<file path="config.mk">
export PLATFORM = sky130hd
export DESIGN_NAME = coeff_loader
export DESIGN_NICKNAME = d
export VERILOG_FILES = /design/src/rtl/coeff_loader.sv
export SDC_FILE = /design/constraint.sdc
export NUM_CORES = 1
export LEC_CHECK = 0
export CORE_MARGIN = 1.5
export CORE_UTILIZATION = 35
export CTS_CLUSTER_DIAMETER = 100
export CTS_CLUSTER_SIZE = 40
export DETAILED_ROUTE_END_ITERATION = 12
export HOLD_SLACK_MARGIN = 0.06
export PLACE_DENSITY = 0.62
export SLEW_MARGIN = 30
export SYNTH_ARGS = -nofsm -noshare
export SYNTH_HDL_FRONTEND = slang
export SYNTH_SLANG_ARGS = --single-unit
</file>
<file path="constraint.sdc">
create_clock -name clk -period 2.1 [get_ports clk]
set_input_delay 0.63 -clock clk [delete_from_list [all_inputs] [get_ports clk]]
set_output_delay 0.63 -clock clk [all_outputs]
set_load 0.005 [all_outputs]
</file>
<file path="src/rtl/coeff_loader.sv">
// Coefficient bank write-side loader: accepts NUM_COEFF words over valid/ready,
// stores them in order and publishes the flattened bank with a completeness flag.
module coeff_loader #(
  parameter int NUM_COEFF = 10,
  parameter int WIDTH     = 32
) (
  input  logic                       clk,
  input  logic                       rst_n,
  input  logic                       load_start,
  input  logic                       load_abort,
  input  logic [WIDTH-1:0]           din,
  input  logic                       din_valid,
  output logic                       din_ready,
  output logic [NUM_COEFF*WIDTH-1:0] coeff_bank,
  output logic                       coeff_valid,
  output logic                       load_busy,
  output logic                       load_done,
  output logic                       load_err
);

  typedef enum logic [1:0] {
    S_IDLE = 2'd0,
    S_LOAD = 2'd1,
    S_DONE = 2'd2
  } state_t;

  localparam logic [3:0] LAST_IDX = 4'(NUM_COEFF - 1);

  state_t           state_q, state_d;
  logic [3:0]       idx_q, idx_d;
  logic [WIDTH-1:0] bank_q [NUM_COEFF];
  logic [WIDTH-1:0] bank_d [NUM_COEFF];
  logic             coeff_valid_q, coeff_valid_d;
  logic             err_q, err_d;
  logic             accept;

  // Abort wins over a same-cycle word, so that word is never written.
  assign accept = (state_q == S_LOAD) && din_valid && !load_abort;

  always_ff @(posedge clk or negedge rst_n) begin
    if (!rst_n) begin
      state_q <= S_IDLE;
    end else begin
      state_q <= state_d;
    end
  end

  always_comb begin
    state_d = state_q;
    case (state_q)
      S_IDLE: if (load_start) state_d = S_LOAD;
      S_LOAD: begin
        if (load_abort) begin
          state_d = S_IDLE;
        end else if (accept && (idx_q == LAST_IDX)) begin
          state_d = S_DONE;
        end
      end
      S_DONE:  state_d = S_IDLE;
      default: state_d = S_IDLE;
    endcase
  end

  always_comb begin
    din_ready = (state_q == S_LOAD);
    load_busy = (state_q != S_IDLE);
    load_done = (state_q == S_DONE);
  end

  always_comb begin
    idx_d         = idx_q;
    bank_d        = bank_q;
    coeff_valid_d = coeff_valid_q;
    err_d         = 1'b0;
    case (state_q)
      S_IDLE: begin
        if (load_start) begin
          idx_d         = 4'd0;
          coeff_valid_d = 1'b0;
        end
      end
      S_LOAD: begin
        if (load_abort) begin
          err_d = 1'b1;
        end else if (accept) begin
          for (int k = 0; k < NUM_COEFF; k++) begin
            if (idx_q == 4'(k)) bank_d[k] = din;
          end
          // Valid is raised on the final accept so it is already high in DONE.
          if (idx_q == LAST_IDX) begin
            coeff_valid_d = 1'b1;
          end else begin
            idx_d = idx_q + 4'd1;
          end
        end
      end
      S_DONE:  coeff_valid_d = 1'b1;
      default: ;
    endcase
  end

  always_ff @(posedge clk or negedge rst_n) begin
    if (!rst_n) begin
      idx_q         <= 4'd0;
      coeff_valid_q <= 1'b0;
      err_q         <= 1'b0;
      for (int k = 0; k < NUM_COEFF; k++) bank_q[k] <= '0;
    end else begin
      idx_q         <= idx_d;
      coeff_valid_q <= coeff_valid_d;
      err_q         <= err_d;
      for (int k = 0; k < NUM_COEFF; k++) bank_q[k] <= bank_d[k];
    end
  end

  assign coeff_valid = coeff_valid_q;
  assign load_err    = err_q;

  for (genvar g = 0; g < NUM_COEFF; g++) begin : g_flat
    assign coeff_bank[g*WIDTH +: WIDTH] = bank_q[g];
  end

endmodule

</file>
# Word-level counts from Yosys, hierarchy flattened
# Cells that the tools add are included.
# word_totals
mem_bits_ro	0
ramBits	0
latchBits	0
out_inout_bits	325
in_bits	37
elab_cells	71
register_bits	328
mem_count	0
# classes
div	0
mux	16
n_mul	0
reduce_logical	22
bitwise_logic	1
shifts	0
addsub	1
order_cmp	0
n_eq_ne	17
# op_table
operator	count
$reduce_and 4->1	10
$eq 4x3->1 const B	4
$mux 4	4
$reduce_and 5->1	2
$eq 4x2->1 const B	2
$eq 4x4->1 const B	2
$pmux 4 s2	1
$mux 1	6
$mux 2	3
$ne 2x2->1 const B	3
$add 4x1->4 const B	1
$eq 4x1->1 const B	1
$logic_not 4->1	1
$ne 2x1->1 const B	2
$pmux 2 s2	1
$reduce_bool 2->1	2
$logic_and 1x1->1	3
$ne 3x2->1 const B	1
$pmux 1 s3	1
$reduce_bool 3->1	1
$eq 2x1->1 const B	1
$eq 2x2->1 const B	1
$logic_not 2->1	1
$reduce_and 2->1	1
other kinds (2)	2

# Logic depth before layout (Yosys ltp)
# Gate-level depths: netlist (run 1).
# depth
depth_word	7
depth_mapped	8
ltp_nobuf	6

# Worst setup path before layout (run 1)
# Ideal clock, no wire load.
# synth_timing
path_kind	register to register
from	register state_q[1]
to	register bank_q (netlist bit coeff_bank[290])
path_slack_ps	124
synth_period_minus_slack_ps	1976
required_time_ps	1975
path_stages_with_launch	8
path_buffers	2
setup_time_ps	125
t_arrival_ps	1851
path_cell_list	dfrtp_1 inv_1 ha_1 and4b_1 nor2b_1 buf_2 buf_2 mux2_2
# synth_between
elab_chain_len	4
# synth_rtl
element	line_no	source
start: declaration	29	state_t state_q, state_d;
start signal: assignment	44	state_q <= state_d;
$eq 2x1->1 *	--	
named net din_ready	13	output logic din_ready,
$logic_and 1x1->1 (2 in series)	38	assign accept = (state_q == S_LOAD) && din_valid && !load_abort;
$reduce_and 4->1 (no source line) *	--	
end: declaration	31	logic [WIDTH-1:0] bank_q [NUM_COEFF];
# The timed path passes the listed nets; every way through them passes the cells marked *.
# A chain may end at the register's enable or synchronous reset.

# Final worst setup path (run 1)
# layout_timing
from	register state_q[1]
to	register bank_q (netlist bit coeff_bank[266])
# layout_between
elab_chain_len	4
# layout_rtl
element	line_no
$eq 2x1->1 *	38, 75
$logic_and 1x1->1 (2 in series)	38
$reduce_and 4->1 (no source line) *	--
# Every way passes the cells marked *; elsewhere a longest branch is shown, timed or not.

==> results of run 1 <==
-- metrics by stage --
step | hold slack [ns] | instance area [sq um] | TNS, ns | instances | setup WS [ns]
3_3_place_gp | 0.467 | 17200 | -104.94 | 1588 | -0.403
5_1_grt | 0.521 | 18200 | -0.582 | 1627 | -0.0345
4_1_cts | 0.507 | 17700 | -0.00387 | 1615 | -0.00387
3_5_place_dp | 0.476 | 17200 | -108.34 | 1588 | -0.428
2_1_floorplan | 0.334 | 12500 | 0 | 746 | 0.124
6_report | 0.495 | 18200 | 0 | 1627 | 0.0196
-- where the power goes --
group | switching (mW) | total [mW] | internal, mW
combinational | 3.09 | 9.56 | 6.47
clock | 2.07 | 3.30 | 1.23
sequential | 1.31 | 10.1 | 8.83
total | 6.47 | 23.0 | 16.5
-- registers in the layout, indices dropped and copies added, names as in the netlist --
register / cells
coeff_bank: 320
load_err: 1
idx_q: 4
state_q: 2
coeff_valid: 1
-- synthesized netlist by cell type --
cell type,instances,share of area
or3_4,1,0.00090
nor2b_1,4,0.0020
clkbuf_1,1,0.00030
buf_6,6,0.0054
a21oi_1,4,0.0016
and2_1,1,0.00050
ha_1,9,0.0090
buf_4,9,0.0054
nor3_2,1,0.00080
inv_1,7,0.0021
nor2_1,5,0.0015
and4b_1,1,0.00080
nand3_1,4,0.0016
o21ai_0,3,0.0012
dfrtp_1,328,0.66
a2111oi_4,1,0.0022
nor3b_1,1,0.00060
o211ai_1,1,0.00060
nor2_4,3,0.0027
mux2_1,13,0.012
nand3b_1,3,0.0018
nand2b_1,4,0.0020
buf_2,17,0.0068
nand4_1,1,0.00050
nand2_1,7,0.0021
nor4_4,1,0.0017
mux2_2,309,0.28
mux2i_1,1,0.00080
-- worst reg2reg max path: stages (launching register included) --
cell and delay, ns:
dfrtp_1 0.41, inv_2 0.11, ha_4 0.19, nor2b_4 0.19
nand2_4 0.08, nor4_4 0.27, buf_6 0.23, clkbuf_16 0.20
mux2_4 0.30
-- cell usage in the layout, fill, tap and decap left out, types with 2 or more instances in the layout --
| cell type | synthesis | routed |
|---|---|---|
| dlymetal6s2s_1 | 0 | 98 |
| mux2_4 | 0 | 23 |
| dfrtp_1 | 328 | 328 |
| clkbuf_16 | 0 | 15 |
| inv_12 | 0 | 2 |
| clkdlybuf4s50_1 | 0 | 255 |
| mux2_1 | 13 | 12 |
| ha_4 | 0 | 2 |
| buf_4 | 9 | 44 |
| clkinv_4 | 0 | 2 |
| nand3b_1 | 3 | 3 |
| nor2_4 | 3 | 6 |
| a21oi_1 | 4 | 4 |
| mux2_2 | 309 | 287 |
| nor2b_4 | 0 | 2 |
| nor2_1 | 5 | 2 |
| buf_6 | 6 | 4 |
| o21ai_0 | 3 | 3 |
| buf_12 | 0 | 22 |
| inv_1 | 7 | 5 |
| nand2_1 | 7 | 6 |
| nand3_1 | 4 | 4 |
| nor2b_1 | 4 | 2 |
| dlygate4sd2_1 | 0 | 4 |
| inv_2 | 0 | 2 |
| nand2b_1 | 4 | 4 |
| ha_1 | 9 | 7 |
-- cell type report --
| cell class | instances | share of cell area |
|---|---|---|
| repair buffers | 433 | 0.260 |
| well taps | 461 | 0.0318 |
| clock buffers | 13 | 0.0179 |
| inverters | 7 | 0.00145 |
| flip-flops and latches | 328 | 0.452 |
| clock inverters | 7 | 0.00475 |
| multi-input cells | 378 | 0.233 |
-- layer usage --
metal | vias up | part of all wire | track usage
li1 | 3464 | - | -
met3 | 28 | 0.078 | 0.0587
met2 | 220 | 0.48 | 0.297
met4 | 0 | 0.013 | 0.0367
met5 | - | 0 | 0
met1 | 4086 | 0.43 | 0.247
-- repair_timing --
action / CTS / global route
hold buffers: 1 / 0
gates resized for setup: 23 / 138
endpoints found under the setup margin: 7 / 176
endpoints found under the hold margin: 23 / 0
setup buffers: 7 / 9
pin swaps: 1 / 2
cloned: 0 / 4
-- worst max path at each step --
stage,startpoint,endpoint,slack [ns],depth (start not counted)
global route,state_q[1]$_DFFE_PN0P_,coeff_bank[258]$_DFFE_PN0P_,-0.03,8
finish,state_q[1]$_DFFE_PN0P_,coeff_bank[266]$_DFFE_PN0P_,0.02,8
detailed placement,din_valid,coeff_bank[187]$_DFFE_PN0P_,-0.43,7
floorplan,state_q[1]$_DFFE_PN0P_,coeff_bank[290]$_DFFE_PN0P_,0.12,7
global placement,din_valid,coeff_bank[183]$_DFFE_PN0P_,-0.40,7
CTS,state_q[0]$_DFFE_PN0P_,din_ready,-0.004,4
-- cells by family after synthesis --
family	Yosys count
AND/OR/NAND/NOR	37
AO/OA/AOI/OAI	9
buffers and inverters	40
adder cells (fa/ha/maj)	9
flip-flops	328
multiplexers	323
==> run_results.csv, run 1 <==
group,metric,value,unit
cells_and_area,num_antenna_cells,0,
global_routing,first_global_vias,8069,
sta,setup_viol,0,
cells_and_area,post-route-util,0.513,
critical_path,critPathLaunchType,"register",
sta,fmaxAchievable,481,MHz
yosys,ys_types,28,
floorplan,die_w,192,microns
clock_network,cts-htree-levels,1,
floorplan,row_count,69,
sta,report.final.slew_viol_count,0,
critical_path,crit_fanout,7,
clock_network,numCtsBuffers,13,
job,max_cap_viol_count,0,
critical_path,required,2.50,ns
yosys,syn_area_per_cell,16.8,sq um
routing,wl_per_cell,21.8,microns
critical_path,worst-r2r-setup-slack,0.02,ns
worst_hold_path,hold_path_class,"register to register",
critical_path,slowest_delay,0.41,ns
routing,drtIter0Drc,275,
power,total_power,23.0,mW
placement,portBuffers,361,
critical_path,endpoint_kind,"register",
power,p_per_area,1270,nW/um^2
critical_path,worstReg2RegEnd,"coeff_bank[266]$_DFFE_PN0P_",
global_routing,grt_usage,0.185,
routing,routed_wl,35500,microns
yosys,synth_top_family_by_area,"multiplexers",
yosys,synth_seq_area_share,0.656,
floorplan,initial_core_util,0.354,
global_routing,grt_pass1_wl,51800,microns
routing,vias,7798,
sta,maxSlewHeadroom,0.667,
yosys,synth_compound_area_frac,0.00560,
global_routing,antenna_found_initial,1,
floorplan,fp.dieH,192,microns
sta,rsz0062_at_grt,"yes",
critical_path,slowest_stage,"dfrtp_1",
critical_path,path_buf_inv,3,
critical_path,rr_worst_depth,8,
global_routing,grt_overflow_total,0,
cells_and_area,nets,1207,
worst_hold_path,whs_path_depth,1,
critical_path,crit_arrival,2.48,ns
sta,hold_viol_final,0,
routing,drtPass1Iterations,4,
global_routing,grt_max_degree,49,
cells_and_area,layout-drive-gt1-share,0.362,
clock_network,cts_tree,"done",
yosys,syn-num-nets,792,
yosys,synth_xor_area_frac,0,
clock_network,clkSinkCount,328,
yosys,synth-adder-area-share,0.00899,
yosys,synth_mux_area_frac,0.290,
yosys,synth_cells,746,
floorplan,io_pins,362,
worst_hold_path,min_from,"coeff_bank[110]$_DFFE_PN0P_",
placement,dpl.hpwl,24500,microns
floorplan,coreArea,35400,sq um
cells_and_area,multi_input_area,4230,sq um
clock_network,clk_pin_slew,0.13,ns
clock_network,clock_latency,0.51,ns
cells_and_area,nFillCells,3064,
worst_hold_path,min_to,"coeff_bank[110]$_DFFE_PN0P_",
sta,post-route-min-period,2.08,ns
sta,fin_crit_sh,0.991,
critical_path,critical_path_class,"register to register",
power,p_leak,9.52,nW
yosys,synth_area,12500,sq um
cells_and_area,ff_latch_area,8210,sq um
sta,fin_worst_skew,0.0163,ns
routing,ant_nets,0,
routing,drc,0,
outcome,outcome,"finished clean",
critical_path,reg2reg_from,"state_q[1]$_DFFE_PN0P_",
yosys,yosysWarnings,0,
placement,globalplace.congestion,0.765,
critical_path,cp_cell_sequence,"inv_2 > ha_4 > nor2b_4 > nand2_4 > nor4_4 > buf_6 > clkbuf_16 > mux2_4",
clock_network,cts_buffer_depth,3,
yosys,ys_ff_latch,328,
sta,worst_pin_slew,0.497,ns
power,peakVddDrop,677,uV
floorplan,die-area,36900,sq um
routing,vias_per_cell,4.79,
clock_network,root_buffer,"clkbuf_16",
yosys,synth_simple_gate_area_share,0.0195,
cells_and_area,syn_to_final_growth,45.1,%
critical_path,cp_top_family,"simple AND/OR/NAND/NOR gates",
No activity file was read; power rests on OpenSTA's default activity.
==> run 2: changes to the inputs <==
- CORE_UTILIZATION: 35 -> 48
- PLACE_DENSITY: 0.62 -> 0.81
==> run 2 against run 1 <==
Hold slack improved by 0.013 ns. Register-to-register slack gained 0.07 ns. Non-clock buffer count shrank 19. Clock power down 6.1%. Via count shrank 0.24%. Routed wire length down 6.4%. Setup slack better by 0.0087 ns. Core utilization is 18 points higher. Final cell count fell by 9.3%. Total power shrank 1.6%.
==> run_results.csv, run 2 (synthesized netlist as in run 1, its figures left out) <==
group,metric,value,unit
outcome,outcome,"finished clean",
cells_and_area,layout_common_cells,"328 x dfrtp_1, 309 x mux2_2, 291 x clkdlybuf4s50_1, 56 x dlymetal6s2s_1, 31 x buf_4",
placement,dp_worst_setup_slack,-0.438,ns
floorplan,die-area,27100,sq um
cells_and_area,multi_input_area,4120,sq um
cells_and_area,num_antenna_cells,0,
sta,report.final.slew_viol_count,0,
critical_path,path_buf_inv,1,
sta,tns,0,ns
routing,vias_per_cell,5.27,
cells_and_area,nFillCells,1788,
placement,globalplace.congestion,0.783,
cells_and_area,layout-drive-gt1-share,0.347,
floorplan,coreArea,25400,sq um
sta,setup_viol,0,
global_routing,first_global_vias,8135,
job,max_cap_viol_count,0,
sta,post-route-min-period,2.07,ns
clock_network,cts_buffer_depth,3,
cells_and_area,syn_to_final_growth,39.9,%
clock_network,cts_tree,"done",
critical_path,slowest_stage,"clkdlybuf4s50_1",
sta,fmaxAchievable,483,MHz
sta,hold_viol_final,0,
routing,routed_wl,33300,microns
placement,dpl.hpwl,23900,microns
sta,worst_pin_slew,0.506,ns
sta,rsz0062_at_grt,"yes",
global_routing,grt_pass1_wl,49800,microns
global_routing,antenna_found_initial,0,
floorplan,die_w,165,microns
sta,fin_crit_sh,0.987,
critical_path,cp_top_family,"buffers and inverters",
clock_network,clkSinkCount,328,
critical_path,slowest_delay,0.55,ns
clock_network,root_buffer,"clkbuf_16",
sta,maxSlewHeadroom,0.662,
clock_network,cts-htree-levels,1,
routing,ant_nets,0,
critical_path,cp_cell_sequence,"clkdlybuf4s50_1",
global_routing,grt_max_degree,65,
cells_and_area,layout_commonest_cell,"dfrtp_1",
power,p_per_area,1290,nW/um^2
floorplan,io_pins,362,
sta,timing.final.ws_setup,0.0283,ns
global_routing,grt_usage,0.245,
critical_path,crit_fanout,2,
clock_network,numCtsBuffers,12,
routing,drtPass1Iterations,4,
cells_and_area,nets,1187,
routing,drc,0,
power,peakVddDrop,923,uV
global_routing,grt_overflow_total,0,
critical_path,required,1.47,ns
cells_and_area,ff_latch_area,8210,sq um
floorplan,row_count,58,
cells_and_area,largest_reg_flops,320,
clock_network,clk_pin_slew,0.14,ns
sta,fin_worst_skew,0.0247,ns
clock_network,clock_latency,0.51,ns
floorplan,initial_core_util,0.493,
worst_hold_path,hold_path_class,"register to register",
critical_path,critical_path_class,"register to output port",
routing,wl_per_cell,22.6,microns
critical_path,endpoint_kind,"output port",
critical_path,crit_arrival,1.44,ns
power,p_leak,8.73,nW
placement,portBuffers,361,
critical_path,critPathLaunchType,"register",
routing,vias,7779,
routing,drtIter0Drc,391,
floorplan,fp.dieH,165,microns
## run 2: what timing repair did
item / CTS / global route
endpoints found under the setup margin: 30 / 81
hold endpoints to repair: 34 / 0
pin swaps: 0 / 0
resized for setup: 28 / 60
buffers inserted: 6 / 5
hold buffers: 1 / 0
## run 2: worst register-to-register path, cell delays in order (launching register included)
cell     delay (ns)
dfrtp_1        0.41
inv_2          0.06
buf_4          0.10
ha_4           0.14
nor2b_1        0.16
nand2_1        0.15
nor4_4         0.25
buf_8          0.25
mux2_2         0.37
## run 2: stage by stage
stage,util,power (mW),std cells,cell area [sq um],hold WS [ns]
finish,0.690,22.6,1475,17500,0.508
global route,0.690,23.8,1475,17500,0.520
CTS,0.683,23.0,1470,17300,0.509
detailed placement,0.665,19.8,1445,16900,0.478
global placement,0.665,19.4,1445,16900,0.467
floorplan,-,13.2,746,12500,0.334
## run 2: layout make-up
class | count | share of cell area
timing repair buffer | 414 | 0.250
clock inverter | 3 | 0.00207
multi-input combinational | 378 | 0.235
clock buffer | 15 | 0.0196
inverter | 7 | 0.00150
sequential | 328 | 0.468
tap | 330 | 0.0236
## run 2: per-layer routing
layer  share of wire  track usage  wire [microns]  up-vias
li1                -            -               -     3406
met2            0.50        0.413           16600      276
met4           0.026       0.0725             860        0
met5               0            0               0        -
met3           0.081       0.0698            2700       47
met1            0.39        0.309           13100     4050
## run 2: final timing paths
check / startpoint / end / slack (ns) / depth (start not counted)
max reg2reg: state_q[1]$_DFFE_PN0P_ / coeff_bank[263]$_DFFE_PN0P_ / 0.09 / 8
max: coeff_bank[88]$_DFFE_PN0P_ / coeff_bank[88] / 0.03 / 1
min: coeff_bank[5]$_DFFE_PN0P_ / coeff_bank[5]$_DFFE_PN0P_ / 0.51 / 1
max in group asynchronous: rst_n / coeff_bank[134]$_DFFE_PN0P_ / 0.81 / 3
min reg2reg: coeff_bank[5]$_DFFE_PN0P_ / coeff_bank[5]$_DFFE_PN0P_ / 0.51 / 1
min in group asynchronous: rst_n / coeff_bank[154]$_DFFE_PN0P_ / 0.57 / 2
## run 2: power by group
group / total [mW] / leakage [nW] / internal, mW / switching, mW
Clock: 3.10 / 0.186 / 1.21 / 1.88
Combinational: 9.27 / 4.23 / 6.27 / 3.01
Sequential: 10.3 / 4.31 / 8.83 / 1.42
==> run 3: changes to the inputs <==
- CORE_MARGIN: 1.5 -> default
- SETUP_SLACK_MARGIN: default -> 0.02
==> run 3 against run 2 <==
Combinational power rose by 4.1%. Setup slack got worse by 0.0012 ns. Critical path depth rose by 3. Clock-buffer cell count fell by 2. Total power rose by 1.8%. Die area fell by 1.2%. Critical path type unchanged. Largest cell class unchanged. Via count rose by 1.3%.
==> run_results.csv, run 3 (synthesized netlist as in run 1, its figures left out) <==
group,metric,value,unit
power,p_leak,10.2,nW
sta,setup_viol,0,
critical_path,required,1.47,ns
placement,placed_cells,1449,
cells_and_area,post-route-util,0.714,
cells_and_area,layout_common_cells,"328 x dfrtp_1, 288 x mux2_2, 201 x clkdlybuf4s50_1, 140 x dlymetal6s2s_1, 48 x buf_4",
cells_and_area,largest_reg_flops,320,
clock_network,root_buffer,"clkbuf_16",
routing,routed_wl,33900,microns
worst_hold_path,hold_path_class,"register to register",
cells_and_area,design_area,18100,sq um
critical_path,worst-r2r-setup-slack,0.06,ns
cells_and_area,num_antenna_cells,0,
job,max_cap_viol_count,0,
sta,maxSlewHeadroom,0.669,
clock_network,clk_pin_slew,0.13,ns
cells_and_area,final_cells,1500,
placement,portBuffers,361,
global_routing,first_global_vias,8278,
critical_path,crit_fanout,4,
placement,dpl.hpwl,23500,microns
sta,worst_pin_slew,0.495,ns
cells_and_area,nets,1212,
routing,vias_per_cell,5.25,
global_routing,antenna_found_initial,0,
sta,whs,0.493,ns
floorplan,io_pins,362,
power,peakVddDrop,978,uV
floorplan,row_count,58,
sta,rsz0062_at_grt,"yes",
global_routing,grt_pass1_wl,49300,microns
clock_network,cts_buffer_depth,3,
placement,placed_area,17000,sq um
global_routing,grt_overflow_total,0,
routing,drtPass1Iterations,4,
floorplan,die-area,26700,sq um
floorplan,initial_core_util,0.493,
routing,ant_nets,0,
critical_path,critical_path_class,"register to output port",
cells_and_area,syn_to_final_growth,44.8,%
floorplan,die_w,164,microns
sta,fmaxAchievable,482,MHz
global_routing,grt_max_degree,54,
routing,vias,7877,
sta,post-route-min-period,2.07,ns
routing,drc,0,
floorplan,fp.dieH,164,microns
routing,drtIter0Drc,399,
placement,globalplace.congestion,0.774,
critical_path,endpoint_kind,"output port",
sta,report.final.slew_viol_count,0,
clock_network,clock_latency,0.51,ns
routing,wl_per_cell,22.6,microns
cells_and_area,layout-drive-gt1-share,0.364,
sta,hold_viol_final,0,
clock_network,clkSinkCount,328,
critical_path,critPathLaunchType,"register",
clock_network,cts-htree-levels,1,
clock_network,cts_tree,"done",
floorplan,coreArea,25400,sq um
sta,fin_crit_sh,0.987,
global_routing,grt_usage,0.244,
outcome,outcome,"finished clean",
power,p_per_area,1270,nW/um^2
critical_path,crit_arrival,1.44,ns
clock_network,numCtsBuffers,12,
cells_and_area,layout_commonest_cell,"dfrtp_1",
sta,fin_worst_skew,0.0283,ns
-- run 3: cell types whose count changed in the layout (fill, tap and decap cells not counted), moves of 17 or more --
cell	delta
buf_4	+17
mux2_4	+22
mux2_2	-21
clkdlybuf4s50_1	-90
dlymetal6s2s_1	+84
-- run 3: critical path, cell delays in order, from the launching register on --
cell and delay [ns]:
dfrtp_1 0.42, buf_6 0.13, ha_4 0.16, buf_6 0.11, buf_6 0.10
-- run 3: final timing paths --
path / startpoint / end / cells past startpoint
max: state_q[0]$_DFFE_PN0P_ / din_ready / 4
min reg2reg: coeff_bank[104]$_DFFE_PN0P_ / coeff_bank[104]$_DFFE_PN0P_ / 1
min in group asynchronous: rst_n / coeff_bank[289]$_DFFE_PN0P_ / 2
min: coeff_bank[104]$_DFFE_PN0P_ / coeff_bank[104]$_DFFE_PN0P_ / 1
max reg2reg: state_q[1]$_DFFE_PN0P_ / coeff_bank[268]$_DFFE_PN0P_ / 8
max in group asynchronous: rst_n / coeff_bank[236]$_DFFE_PN0P_ / 3
-- run 3: through the flow --
stage / TNS (ns) / total power [mW] / setup slack (ns)
5_1_grt: -0.168 / 24.2 / -0.0357
3_5_place_dp: -111.62 / 19.8 / -0.430
6_report: 0 / 23.0 / 0.0272
2_1_floorplan: 0 / 13.2 / 0.124
4_1_cts: -0.00260 / 23.1 / -0.00260
3_3_place_gp: -105.74 / 19.5 / -0.397
-- run 3: routing by layer --
| layer | vias to the layer above | track usage | share of wire |
|---|---|---|---|
| met5 | - | 0 | 0 |
| met1 | 4119 | 0.304 | 0.40 |
| met4 | 0 | 0.0530 | 0.017 |
| li1 | 3456 | - | - |
| met2 | 263 | 0.416 | 0.50 |
| met3 | 39 | 0.0772 | 0.078 |
-- run 3: layout make-up --
class                      count  area (sq um)
timing repair buffer         439          4860
clock buffer                  13           325
sequential                   328          8210
clock inverter                 5          66.3
fill                        1637          7270
multi-input combinational    378          4220
tap                          330           413
inverter                       7          28.8
-- run 3: what timing repair did --
item | CTS | global route
buffers inserted | 8 | 21
cloned | 0 | 3
pin swaps | 2 | 3
setup endpoints to repair | 22 | 188
resized for setup | 38 | 182
hold buffers | 1 | 0
endpoints found under the hold margin | 43 | 0
-- run 3: report_power, final --
part / total [mW] / switching (mW) / internal (mW)
Combinational: 9.65 / 3.20 / 6.45
Clock: 3.19 / 1.90 / 1.30
Sequential: 10.2 / 1.35 / 8.83
Total: 23.0 / 6.45 / 16.6
